## src/rtl/mem_port_ctrl_pkg.sv

```systemverilog
// Shared types for the memory-port controller: FSM states, grant owner
// and the default line geometry.
package mem_if_pkg;

    localparam int DATA_W_DEF     = 64;
    localparam int LINE_WORDS_DEF = 8;
    localparam int LINE_BITS      = LINE_WORDS_DEF * DATA_W_DEF;
    localparam int BEAT_IDX_W     = $clog2(LINE_WORDS_DEF);

    typedef enum logic [2:0] {
        IDLE,
        REQ,
        RDATA,
        WDATA,
        BRESP,
        DONE,
        COOL
    } state_e;

    typedef enum logic {
        OWN_I,
        OWN_D
    } owner_e;

    typedef logic [LINE_BITS-1:0] line_t;

endpackage

```

## src/rtl/mem_port_ctrl_if.sv

```systemverilog
// Burst memory bus: request channel, read beats, write beats and write
// completion. master = controller, slave = memory.
interface mem_port_ctrl_if #(
    parameter int ADDR_W = 64,
    parameter int DATA_W = 64
);

    logic              mem_req_valid;
    logic              mem_req_ready;
    logic [ADDR_W-1:0] mem_req_addr;
    logic              mem_req_write;
    logic              mem_rvalid;
    logic [DATA_W-1:0] mem_rdata;
    logic              mem_rlast;
    logic              mem_wvalid;
    logic              mem_wready;
    logic [DATA_W-1:0] mem_wdata;
    logic              mem_wlast;
    logic              mem_bvalid;

    modport master (
        output mem_req_valid,
        input  mem_req_ready,
        output mem_req_addr,
        output mem_req_write,
        input  mem_rvalid,
        input  mem_rdata,
        input  mem_rlast,
        output mem_wvalid,
        input  mem_wready,
        output mem_wdata,
        output mem_wlast,
        input  mem_bvalid
    );

    modport slave (
        input  mem_req_valid,
        output mem_req_ready,
        input  mem_req_addr,
        input  mem_req_write,
        output mem_rvalid,
        output mem_rdata,
        output mem_rlast,
        input  mem_wvalid,
        output mem_wready,
        input  mem_wdata,
        input  mem_wlast,
        output mem_bvalid
    );

endinterface

```

## src/rtl/mem_port_ctrl_line_beat_buf.sv

```systemverilog
// Cache-line register: whole-line load for writebacks, per-beat write
// for fills, and a beat read mux feeding the write channel.
module line_beat_buf #(
    parameter int DATA_W     = 64,
    parameter int LINE_WORDS = 8
) (
    input  logic                         clk,
    input  logic                         reset,
    input  logic                         load,
    input  logic [LINE_WORDS*DATA_W-1:0] load_line,
    input  logic                         wr_en,
    input  logic [$clog2(LINE_WORDS)-1:0] idx,
    input  logic [DATA_W-1:0]            wr_data,
    output logic [DATA_W-1:0]            rd_data,
    output logic [LINE_WORDS*DATA_W-1:0] line
);

    logic [LINE_WORDS*DATA_W-1:0] line_q;

    always_ff @(posedge clk or posedge reset) begin
        if (reset) begin
            line_q <= '0;
        end else if (load) begin
            line_q <= load_line;
        end else if (wr_en) begin
            line_q[idx*DATA_W +: DATA_W] <= wr_data;
        end
    end

    assign rd_data = line_q[idx*DATA_W +: DATA_W];
    assign line    = line_q;

endmodule

```

## src/rtl/mem_port_ctrl.sv

```systemverilog
// Single-outstanding line-burst controller between the cache arbiter and
// the shared memory port: fills, writebacks and a one-cycle response.
module mem_port_ctrl
    import mem_if_pkg::*;
#(
    parameter int ADDR_W     = 64,
    parameter int DATA_W     = 64,
    parameter int LINE_WORDS = 8
) (
    input  logic                         clk,
    input  logic                         reset,
    input  logic                         icache_grant,
    input  logic                         dcache_grant,
    input  logic [ADDR_W-1:0]            icache_addr,
    input  logic [ADDR_W-1:0]            dcache_addr,
    input  logic                         dcache_we,
    input  logic [LINE_WORDS*DATA_W-1:0] dcache_wline,
    output logic                         icache_resp_valid,
    output logic                         dcache_resp_valid,
    output logic [LINE_WORDS*DATA_W-1:0] resp_line,
    output logic                         busy,
    output logic                         mem_err,
    mem_port_ctrl_if.master              mem
);

    localparam int IW = $clog2(LINE_WORDS);
    localparam int LINE_BYTES = LINE_WORDS * DATA_W / 8;
    localparam logic [IW-1:0] LAST = IW'(LINE_WORDS - 1);
    localparam logic [ADDR_W-1:0] MASK = ~(ADDR_W'(LINE_BYTES - 1));

    state_e              state_q, state_d;
    owner_e              owner_q;
    logic                we_q;
    logic [ADDR_W-1:0]   addr_q;
    logic [IW-1:0]       cnt_q;
    logic                cool_q;
    logic                err_q;

    logic                idle, take, last, rbeat, wbeat;
    logic [DATA_W-1:0]   beat_rd;
    logic [LINE_WORDS*DATA_W-1:0] line;

    assign idle  = (state_q == IDLE);
    assign take  = idle && (icache_grant || dcache_grant);
    assign last  = (cnt_q == LAST);
    assign rbeat = (state_q == RDATA) && mem.mem_rvalid;
    assign wbeat = (state_q == WDATA) && mem.mem_wready;

    line_beat_buf #(
        .DATA_W     (DATA_W),
        .LINE_WORDS (LINE_WORDS)
    ) u_buf (
        .clk       (clk),
        .reset     (reset),
        .load      (idle && dcache_grant && dcache_we),
        .load_line (dcache_wline),
        .wr_en     (rbeat),
        .idx       (cnt_q),
        .wr_data   (mem.mem_rdata),
        .rd_data   (beat_rd),
        .line      (line)
    );

    always_ff @(posedge clk or posedge reset) begin
        if (reset) begin
            state_q <= IDLE;
        end else begin
            state_q <= state_d;
        end
    end

    always_comb begin
        state_d = state_q;
        unique case (state_q)
            IDLE:    if (take) state_d = REQ;
            REQ:     if (mem.mem_req_ready) state_d = we_q ? WDATA : RDATA;
            RDATA:   if (rbeat && last) state_d = DONE;
            WDATA:   if (wbeat && last) state_d = BRESP;
            BRESP:   if (mem.mem_bvalid) state_d = DONE;
            DONE:    state_d = COOL;
            COOL:    if (cool_q) state_d = IDLE;
            default: state_d = IDLE;
        endcase
    end

    // D wins a double grant; the counter only wraps through the REQ clear.
    always_ff @(posedge clk or posedge reset) begin
        if (reset) begin
            owner_q <= OWN_I;
            we_q    <= 1'b0;
            addr_q  <= '0;
            cnt_q   <= '0;
            cool_q  <= 1'b0;
            err_q   <= 1'b0;
        end else begin
            if (take) begin
                owner_q <= dcache_grant ? OWN_D : OWN_I;
                we_q    <= dcache_grant && dcache_we;
                addr_q  <= dcache_grant ? dcache_addr : icache_addr;
                if (dcache_grant && icache_grant) err_q <= 1'b1;
            end
            if (state_q == REQ && mem.mem_req_ready) cnt_q <= '0;
            if ((rbeat || wbeat) && !last) cnt_q <= cnt_q + 1'b1;
            if (rbeat && (mem.mem_rlast != last)) err_q <= 1'b1;
            cool_q <= (state_q == COOL) && !cool_q;
        end
    end

    always_comb begin
        mem.mem_req_valid = 1'b0;
        mem.mem_req_addr  = '0;
        mem.mem_req_write = 1'b0;
        mem.mem_wvalid    = 1'b0;
        mem.mem_wdata     = '0;
        mem.mem_wlast     = 1'b0;
        icache_resp_valid = 1'b0;
        dcache_resp_valid = 1'b0;
        resp_line         = '0;
        unique case (state_q)
            REQ: begin
                mem.mem_req_valid = 1'b1;
                mem.mem_req_addr  = addr_q & MASK;
                mem.mem_req_write = we_q;
            end
            WDATA: begin
                mem.mem_wvalid = 1'b1;
                mem.mem_wdata  = beat_rd;
                mem.mem_wlast  = last;
            end
            DONE: begin
                icache_resp_valid = (owner_q == OWN_I);
                dcache_resp_valid = (owner_q == OWN_D);
                resp_line         = we_q ? '0 : line;
            end
            default: ;
        endcase
    end

    assign busy    = !idle;
    assign mem_err = err_q;

endmodule

```

## src/flat_wrapper.sv

```systemverilog
// flat-port wrapper written by rule: the top's interface ports become plain ports
module mem_port_ctrl_flat import mem_if_pkg::*;
#(
    parameter int ADDR_W     = 64,
    parameter int DATA_W     = 64,
    parameter int LINE_WORDS = 8
)
  (clk, reset, icache_grant, dcache_grant, icache_addr, dcache_addr, dcache_we, dcache_wline, icache_resp_valid, dcache_resp_valid, resp_line, busy, mem_err, mem_mem_req_valid, mem_mem_req_ready, mem_mem_req_addr, mem_mem_req_write, mem_mem_rvalid, mem_mem_rdata, mem_mem_rlast, mem_mem_wvalid, mem_mem_wready, mem_mem_wdata, mem_mem_wlast, mem_mem_bvalid);
  mem_port_ctrl_if #(.ADDR_W(ADDR_W), .DATA_W(DATA_W)) mem_i ();
  input  logic clk;
  input  logic reset;
  input  logic icache_grant;
  input  logic dcache_grant;
  input  logic [ADDR_W-1:0] icache_addr;
  input  logic [ADDR_W-1:0] dcache_addr;
  input  logic dcache_we;
  input  logic [LINE_WORDS*DATA_W-1:0] dcache_wline;
  output logic icache_resp_valid;
  output logic dcache_resp_valid;
  output logic [LINE_WORDS*DATA_W-1:0] resp_line;
  output logic busy;
  output logic mem_err;
  output wire logic [$bits(mem_i.mem_req_valid)-1:0] mem_mem_req_valid;
  input wire logic [$bits(mem_i.mem_req_ready)-1:0] mem_mem_req_ready;
  output wire logic [$bits(mem_i.mem_req_addr)-1:0] mem_mem_req_addr;
  output wire logic [$bits(mem_i.mem_req_write)-1:0] mem_mem_req_write;
  input wire logic [$bits(mem_i.mem_rvalid)-1:0] mem_mem_rvalid;
  input wire logic [$bits(mem_i.mem_rdata)-1:0] mem_mem_rdata;
  input wire logic [$bits(mem_i.mem_rlast)-1:0] mem_mem_rlast;
  output wire logic [$bits(mem_i.mem_wvalid)-1:0] mem_mem_wvalid;
  input wire logic [$bits(mem_i.mem_wready)-1:0] mem_mem_wready;
  output wire logic [$bits(mem_i.mem_wdata)-1:0] mem_mem_wdata;
  output wire logic [$bits(mem_i.mem_wlast)-1:0] mem_mem_wlast;
  input wire logic [$bits(mem_i.mem_bvalid)-1:0] mem_mem_bvalid;
  assign mem_mem_req_valid = mem_i.mem_req_valid;
  assign mem_i.mem_req_ready = mem_mem_req_ready;
  assign mem_mem_req_addr = mem_i.mem_req_addr;
  assign mem_mem_req_write = mem_i.mem_req_write;
  assign mem_i.mem_rvalid = mem_mem_rvalid;
  assign mem_i.mem_rdata = mem_mem_rdata;
  assign mem_i.mem_rlast = mem_mem_rlast;
  assign mem_mem_wvalid = mem_i.mem_wvalid;
  assign mem_i.mem_wready = mem_mem_wready;
  assign mem_mem_wdata = mem_i.mem_wdata;
  assign mem_mem_wlast = mem_i.mem_wlast;
  assign mem_i.mem_bvalid = mem_mem_bvalid;
  mem_port_ctrl #(.ADDR_W(ADDR_W), .DATA_W(DATA_W), .LINE_WORDS(LINE_WORDS)) u_core (.clk(clk), .reset(reset), .icache_grant(icache_grant), .dcache_grant(dcache_grant), .icache_addr(icache_addr), .dcache_addr(dcache_addr), .dcache_we(dcache_we), .dcache_wline(dcache_wline), .icache_resp_valid(icache_resp_valid), .dcache_resp_valid(dcache_resp_valid), .resp_line(resp_line), .busy(busy), .mem_err(mem_err), .mem(mem_i));
endmodule
```

## config.mk

```make
export PLATFORM = sky130hd
export DESIGN_NAME = mem_port_ctrl_flat
export DESIGN_NICKNAME = d
export VERILOG_FILES = /design/src/rtl/mem_port_ctrl_pkg.sv /design/src/rtl/mem_port_ctrl_if.sv /design/src/rtl/mem_port_ctrl_line_beat_buf.sv /design/src/rtl/mem_port_ctrl.sv /design/src/flat_wrapper.sv
export SDC_FILE = /design/constraint.sdc
export NUM_CORES = 2
export LEC_CHECK = 0
export BUFFER_PORTS_ARGS = -buffer_cell sky130_fd_sc_hd__buf_2
export CAP_MARGIN = 30
export CORE_AREA = 5 5 524 526
export DETAILED_ROUTE_END_ITERATION = 10
export DIE_AREA = 0 0 529 531
export PLACE_DENSITY = 0.35
export SYNTH_ARGS = -nofsm -noshare
export SYNTH_HDL_FRONTEND = slang
export SYNTH_SLANG_ARGS = --single-unit
```

## constraint.sdc

```tcl
create_clock -name clk -period 20.3 [get_ports clk]
set_input_delay 1.015 -clock clk [delete_from_list [all_inputs] [get_ports clk]]
set_output_delay 1.015 -clock clk [all_outputs]
set_load 0.005 [all_outputs]
```

==> metrics.txt <==
vias per cell=4.44; root buf cell=clkbuf_16; Peak VDD IR=between 0.06 and 0.07 mV; pwr/cell area=~150 nW/um^2; sequential share of the synthesized area=42.3%; Die X=approximately 530 microns; worst path cell trace=nor2b_1 -> nand2_4 -> nor2_4 -> buf_12 -> buf_4 -> buf_4 -> and2_1 -> buf_2; Setup crit start kind=flip-flop; Clock Sinks=580; Longest Clk Path Bufs=3; Setup Buffers After CTS=0; Post-Syn Area=34300 sq um; cts repair resizes=0; pin count of the biggest net entering global routing=140; achievable frequency=184 MHz; Layout Cells excl Fill=8667; Clock transition at path regs=about 60 ps; Placed Instances=8467; Starting Density=12.7%; mean post-synth cell area=8.92 sq um; share of cells above drive strength 1=34.3%; Crit. End Element=output port; final net count=5708; vias in the first global route=38800; required time of the worst setup path=19290 ps; CTS Hold Bufs=0; Pwr Total=7030 uW; Crit path top cell by count=buf_4; Critical Path Stages=8; Worst-Margin Slew=1100 ps; critical path fanouts, max=95; Rows=191; ys flop type=dfrtp_1; CTS buffer count=88; total of max-cap violations=0; initial antenna violation count=127; status=completed; P&R area growth vs syn=39.6%; Fin Hold WS=439 ps; Post-synth EDFFs=0; drt total wl=288000 microns; clock period minus worst slack=5450 ps; Die Ht=531 microns; total number of vias=38500; DRC viols=0; final setup fails=0; skew final=29.1 ps; H-tree Lvls=3; slowest stage cell, crit path=buf_4; Yosys warning count=0; R2R depth=9; core area=approximately 270000 sq um; DIE AREA=281000 sq um; Final Hold Vio Count=0; Worst path max stage delay=750 ps; synthesized flop and latch total=580; critical path class=reg -> out; Relative slew margins=26.7%; ANT nets after route=0; I/O pin cnt=1362; P_leak=0.0226 uW; CP bufs+invs=4; post-route clock period utilization=a little over a quarter; RD Place Congestion=between 0.8 and 0.9; Iter 0 DRT Violations=3500; first-pass GRT wire length=377000 microns; Pre-antenna DRT Iters=7; Synth async-reset ratio=between 90% and 100%; DR WL/cell=33.2 microns; Mapped Cells=3852; RSZ-0062 raised after global routing=false; grt ovf=0; CP top delay family=buffers and inverters; CTS tree=built; GRT Overall Usage=19.5%; WP data arrival=4430 ps; TNS Setup=0 ps; distinct cell type count after synthesis=46; clock latency on the worst-skew pair=730 ps; HPWL Detailed=between 200000 and 250000 microns; setup ws final=between 10000 and 15000 ps; Min-Delay Path Class=in -> async; pre-CTS setup slack=~15000 ps; final slew viol count=0; port buffer count=1343
## where the power goes
group	switching (uW)	internal (uW)	total, uW
logic	1790	1220	3010
clock network	668	936	1600
registers	675	1740	2420
## cell usage in the layout, fill, tap and decap left out, drive strengths merged, types with 140 or more instances in the layout
master / count
dfrtp: 580
nor2: 276
nand3: 183
a21oi: 294
a31oi: 189
nand2: 521
buf: 1436
a221o: 140
and2: 508
and3: 142
## metal layers
| metal | global-route usage [%] | routed length (microns) |
|---|---|---|
| met5 | 0 | 387 |
| met4 | 6.42 | 9490 |
| met3 | 6.12 | 28500 |
| met2 | 30.1 | 127000 |
| met1 | 25.8 | 122000 |
## final timing paths
path / startpoint / end / slack (ps)
min in group clk: u_core.mem_err / u_core.mem_err / 490
min: reset / u_core.u_buf.line[124] / 440
min reg2reg: u_core.mem_err / u_core.mem_err / 490
max reg2reg: u_core.cnt_q[0] / u_core.u_buf.line[420] / 15230
max: u_core.state_q[1] / resp_line[8] / 14860
max in group asynchronous: reset / u_core.u_buf.line[219] / 16490
## cell usage after synthesis, types with 65 or more instances
cell | instances | area (sq um)
a31oi_1 | 189 | 1180
nor2_1 | 274 | 1030
dfrtp_1 | 580 | 14500
and3_1 | 142 | 888
and2_1 | 508 | 3180
nand3_1 | 183 | 916
nand2_1 | 521 | 1960
mux2i_1 | 65 | 651
a221o_1 | 140 | 1400
mux4_2 | 128 | 2880
a21oi_1 | 294 | 1470
buf_2 | 77 | 385
inv_1 | 75 | 282
nor3_1 | 133 | 666
clkbuf_1 | 277 | 1040
## registers in the layout, summed over array words and instances (netlist names)
signal	cells
u_core.mem_err	1
u_core.addr_q	58
u_core.state_q	3
u_core.u_buf.line	512
u_core.cnt_q	3
u_core.owner_q	1
u_core.cool_q	1
u_core.we_q	1
## cell families after synthesis
kind of cell | Yosys count | synth area share [%]
AOI/OAI and AO/OA | 751 | 14.3
DFF | 580 | 42.3
and+or+nand+nor | 1851 | 27.3
other | 1 | 0.0109
xor gates and xnor gates | 1 | 0.0255
buffers and inverters | 469 | 5.64
muxes | 194 | 10.3
adders and majority gates | 5 | 0.182
## layout make-up
type / count / area [sq um]
clock inverters: 29 / 353
well taps: 3570 / 4470
flip-flops and latches: 580 / 14500
inverters: 75 / 294
clock buffers: 129 / 2550
repair buffers: 1436 / 7580
diodes: 40 / 100
multi-input cells: 2808 / 18100
fillers: 30600 / 222000
## through the flow
step                      cell area [sq um]  util (%)
after floorplan                       34400         -
after global placement                44800      16.6
after detailed placement              44900      16.6
after CTS                             47800      17.7
after global routing                  47900      17.8
final                                 47900      17.8
Power figures use the tool's default switching activity.
